**config.mk**
```make
export PLATFORM = sky130hd
export DESIGN_NAME = imem_fetch_arbiter
export DESIGN_NICKNAME = d
export VERILOG_FILES = /design/src/rtl/imem_fetch_arbiter.sv
export SDC_FILE = /design/constraint.sdc
export NUM_CORES = 1
export LEC_CHECK = 0
export BUFFER_PORTS_ARGS = -buffer_cell sky130_fd_sc_hd__buf_2
export CORE_MARGIN = 10
export CORE_UTILIZATION = 47
export CTS_CLUSTER_SIZE = 28
export DETAILED_ROUTE_END_ITERATION = 8
export GPL_TIMING_DRIVEN = 0
export MAX_ROUTING_LAYER = met4
export PLACE_DENSITY = 0.8
export SYNTH_ARGS = -nofsm -noshare
export SYNTH_HDL_FRONTEND = slang
export SYNTH_SLANG_ARGS = --single-unit
```
**constraint.sdc**
```tcl
create_clock -name CLK -period 5.5 [get_ports CLK]
set_clock_uncertainty 0.15 [all_clocks]
set_input_delay 0.825 -clock CLK [delete_from_list [all_inputs] [get_ports CLK]]
set_output_delay 0.825 -clock CLK [all_outputs]
set_load 0.1 [all_outputs]
```
**src/rtl/imem_fetch_arbiter.sv**
```systemverilog
// Shares the instruction memory between CPU fetch and a debug read port.
// Each grant holds ImemAddr for WAIT_CYCLES edges, then captures ImemData for the winner.
module imem_fetch_arbiter #(
  parameter int WAIT_CYCLES      = 2,
  parameter int MAX_FETCH_STREAK = 4
) (
  input  logic        CLK,
  input  logic        resetl,
  input  logic        FetchReq,
  input  logic [63:0] FetchAddr,
  output logic        FetchAck,
  output logic        FetchValid,
  output logic [31:0] FetchInstr,
  input  logic        Flush,
  input  logic        DbgReq,
  input  logic [63:0] DbgAddr,
  output logic        DbgAck,
  output logic        DbgValid,
  output logic [31:0] DbgData,
  output logic [63:0] ImemAddr,
  input  logic [31:0] ImemData,
  output logic        Busy
);

  localparam int CW = $clog2(WAIT_CYCLES + 1);
  localparam int SW = $clog2(MAX_FETCH_STREAK + 1);

  typedef enum logic {ST_IDLE, ST_WAIT} state_t;
  typedef enum logic {OWN_FETCH, OWN_DBG} owner_t;

  state_t        state;
  owner_t        owner;
  logic [CW-1:0] cnt;
  logic [SW-1:0] streak;

  logic fetch_elig;
  logic dbg_elig;
  logic streak_full;
  logic dbg_wins;
  logic can_grant;

  assign fetch_elig  = FetchReq && !Flush;
  assign dbg_elig    = DbgReq;
  assign streak_full = (streak == SW'(MAX_FETCH_STREAK));
  // Debug only beats an eligible fetch once fetch has used up its streak.
  assign dbg_wins    = dbg_elig && (!fetch_elig || streak_full);
  assign can_grant   = resetl && (state == ST_IDLE);

  assign FetchAck = can_grant && fetch_elig && !dbg_wins;
  assign DbgAck   = can_grant && dbg_wins;
  assign Busy     = (state == ST_WAIT);

  always_ff @(posedge CLK or negedge resetl) begin
    if (!resetl) begin
      state      <= ST_IDLE;
      owner      <= OWN_FETCH;
      cnt        <= '0;
      streak     <= '0;
      ImemAddr   <= '0;
      FetchInstr <= '0;
      DbgData    <= '0;
      FetchValid <= 1'b0;
      DbgValid   <= 1'b0;
    end else begin
      FetchValid <= 1'b0;
      DbgValid   <= 1'b0;
      case (state)
        ST_IDLE: begin
          if (FetchAck) begin
            ImemAddr <= FetchAddr;
            owner    <= OWN_FETCH;
            cnt      <= CW'(WAIT_CYCLES);
            state    <= ST_WAIT;
            if (!DbgReq)
              streak <= '0;
            else if (!streak_full)
              streak <= streak + SW'(1);
          end else if (DbgAck) begin
            ImemAddr <= DbgAddr;
            owner    <= OWN_DBG;
            cnt      <= CW'(WAIT_CYCLES);
            state    <= ST_WAIT;
            streak   <= '0;
          end
        end
        ST_WAIT: begin
          // A redirect kills an in-flight fetch even on its capture edge.
          if (owner == OWN_FETCH && Flush) begin
            cnt   <= '0;
            state <= ST_IDLE;
          end else if (cnt == CW'(1)) begin
            cnt   <= '0;
            state <= ST_IDLE;
            if (owner == OWN_FETCH) begin
              FetchInstr <= ImemData;
              FetchValid <= 1'b1;
            end else begin
              DbgData  <= ImemData;
              DbgValid <= 1'b1;
            end
          end else begin
            cnt <= cnt - CW'(1);
          end
        end
        default: state <= ST_IDLE;
      endcase
    end
  end

endmodule

```
==> flow_summary.yaml <==
sta:
  finalSetupTns_ns: 0
  rsz0062_at_grt: "false"
  relSlewSlack_pct: 58.1
  period_share_pct: 70.5
  finalSetupViolCount: 0
  worst_pin_slew_ns: 0.613
  fmax_mhz: 258
  final_hold_viol_count: 0
  hold_slack_ns: 0.217
  layout_min_cycle_time_ns: 3.88
  drv_slew: 0
floorplanning:
  dieArea_sq_um: 19000
  die_h_um: 138
  io_pins: 298
  row_count: 42
  initial_core_util_pct: 48.7
  fp.dieW_um: 138
  core_sq_um: 13400
routing:
  via_per_inst: 5.71
  wl_per_cell_um: 21.5
  first_pass_iters: 5
  routed_wl_mm: 22.9
  vias: 6088
  drt_iter0_drc: 347
  final_antenna_net_count: 0
  drc: 0
synth:
  synth-compound-area-share_pct: 17.3
  yosys.area.top_type: "dfrtp_1"
  synth_nets: 729
  async_reset_ff_share_pct: 100
  synth-edff-count: 0
  synth_top_area_share_pct: 52.5
  synthXorXnorAreaFrac_pct: 0
  yosys_register_bits: 137
  synth_area_sq_um: 6530
  synth_most_common_cell: "dfrtp_1"
  yosys_warnings: 0
  synth.area.mux_share_pct: 11.2
  synthAdderAreaFrac_pct: 0.575
  ys_top_cells_by_count: "dfrtp_1, inv_1, a211oi_1, nor4_1, a2111oi_0"
  synth_seq_area_share_pct: 52.5
  yosys.area_share.simple_pct: 8.02
  synth.avg_cell_area_sq_um: 11.6
  syn_inst: 561
  synth_top_family_by_area: "compound AO/OA/AOI/OAI gates"
  ys_top_cells_by_area: "dfrtp_1, mux2_2, a2111oi_0, a211oi_1, nor4_1"
  synth_cell_type_count: 42
  synthFlopType: "dfrtp_1"
final_layout:
  drive_above_1_share_pct: 49.9
  fillers: 1033
  final_cells: 1067
  area_growth_pct: 35.7
  layout.nets: 1046
  final_util_pct: 66.1
worst_setup_path:
  worst_path_max_delay_cell: "buf_2"
  worstSetupPathType: "input port to output port"
  slowest_delay_ns: 0.45
  cp_common_cell: "buf_6"
  worstPathCellList: "buf_6 -> buf_16 -> nand2b_1 -> buf_6 -> buf_12 -> buf_8 -> nor3_1 -> buf_2"
  start_kind: "input port"
  crit_path_end_kind: "output port"
  crit_arrival_ns: 2.90
  cp_top_family: "buffers and inverters"
  critPathRequiredTime_ns: 4.53
  crit_buf_inv: 6
  crit_fanout: 81
global_route:
  grt_max_degree: 82
  track_usage_pct: 24.1
  gr-total-overflow: 0
  antenna_found_initial: 1
  grt_pass1_wl_mm: 34.5
  grt_pass1_vias: 6469
clocking:
  h-tree-depth: 4
  clock_path_buffers: 2
  clkTransAtPathRegs_ns: 0.06
  cts_setup_buffers: 0
  cts-buffers-inserted: 17
  clock_sinks: 137
  clk_latency_ns: 0.42
  cts_tree: "yes"
  ctsHoldBuffers: 0
  cts_resized: 0
  cts_root_buffer: "clkbuf_16"
min_path:
  hold_path.class: "input port to async pin"
placement:
  io_buffer_count: 297
  place_congestion: 0.879
  placed_cells: 1035
  dp_hpwl_mm: 17.5
outcome:
  status: "completed"
job:
  max_cap_viol_count: 0
==> through the flow <==
stage          setup WS, ns  instance area (sq um)
3_3_place_gp        -0.0151                   8230
3_5_place_dp           1.57                   8270
6_report               1.62                   8850
2_1_floorplan         0.779                   6530
5_1_grt                1.39                   8850
4_1_cts                1.57                   8850
==> kinds of logic (layout without fill, tap and decap cells) <==
family                     count (synthesis)  in the layout
muxes                                     65             65
AOI/OAI and AO/OA                        139            139
DFF                                      137            137
adders and majority gates                  3              3
and+or+nand+nor                           82             82
other                                      0              1
buffers and inverters                    135            464
==> path summary, 6_finish.rpt <==
path	from	to	slack (ns)	cells past startpoint
max	resetl	FetchAck	1.62	8
min	resetl	ImemAddr[27]	0.22	1
max reg2reg	streak[0]	ImemAddr[54]	3.23	7
min reg2reg	FetchInstr[31]	FetchInstr[31]	0.33	1
max in group asynchronous	resetl	ImemAddr[61]	4.20	2
min in group CLK	FetchInstr[31]	FetchInstr[31]	0.33	1
==> sequential cells by signal, summed over array words and instances (netlist names) <==
| signal | count |
|---|---|
| ImemAddr | 64 |
| owner | 1 |
| FetchInstr | 32 |
| DbgData | 32 |
| cnt | 2 |
| DbgValid | 1 |
| Busy | 1 |
| FetchValid | 1 |
| streak | 3 |
==> placed cells by master, fill, tap and decap left out, types with 2 or more instances in the layout <==
cell type / n
clkbuf_16: 17
clkbuf_8: 5
clkbuf_1: 20
a2111oi_0: 63
mux2_1: 2
clkinv_2: 4
clkbuf_2: 6
a211oi_1: 65
nor2_1: 3
clkinv_4: 2
nand4_1: 2
buf_6: 5
mux2_2: 62
buf_4: 2
nand2b_1: 2
dfrtp_1: 137
bufinv_16: 3
clkinvlp_4: 2
inv_1: 70
nor4_1: 65
nand2_1: 2
buf_2: 321
ha_1: 3
buf_8: 2
==> routing by layer <==
metal	vias to the layer above	share of wire, %	track usage [%]
met1	2933	40	28.3
met5	-	0	-
li1	2783	-	-
met2	332	48	38.1
met3	40	10	8.05
met4	0	2.5	8.40
==> area by class of cell <==
| class | instances | area [sq um] | area share [%] |
|---|---|---|---|
| clock inverters | 12 | 151 | 1.71 |
| well taps | 176 | 220 | 2.49 |
| multi-input cells | 289 | 2420 | 27.3 |
| plain buffers | 64 | 409 | 4.62 |
| clock buffers | 19 | 433 | 4.89 |
| flip-flops and latches | 137 | 3430 | 38.7 |
| inverters | 71 | 267 | 3.01 |
| diodes | 1 | 2.50 | 0.0283 |
| repair buffers | 298 | 1520 | 17.2 |
Power is not shown: default switching activity piles up to over one toggle a cycle in this logic, so the estimate is an artifact.
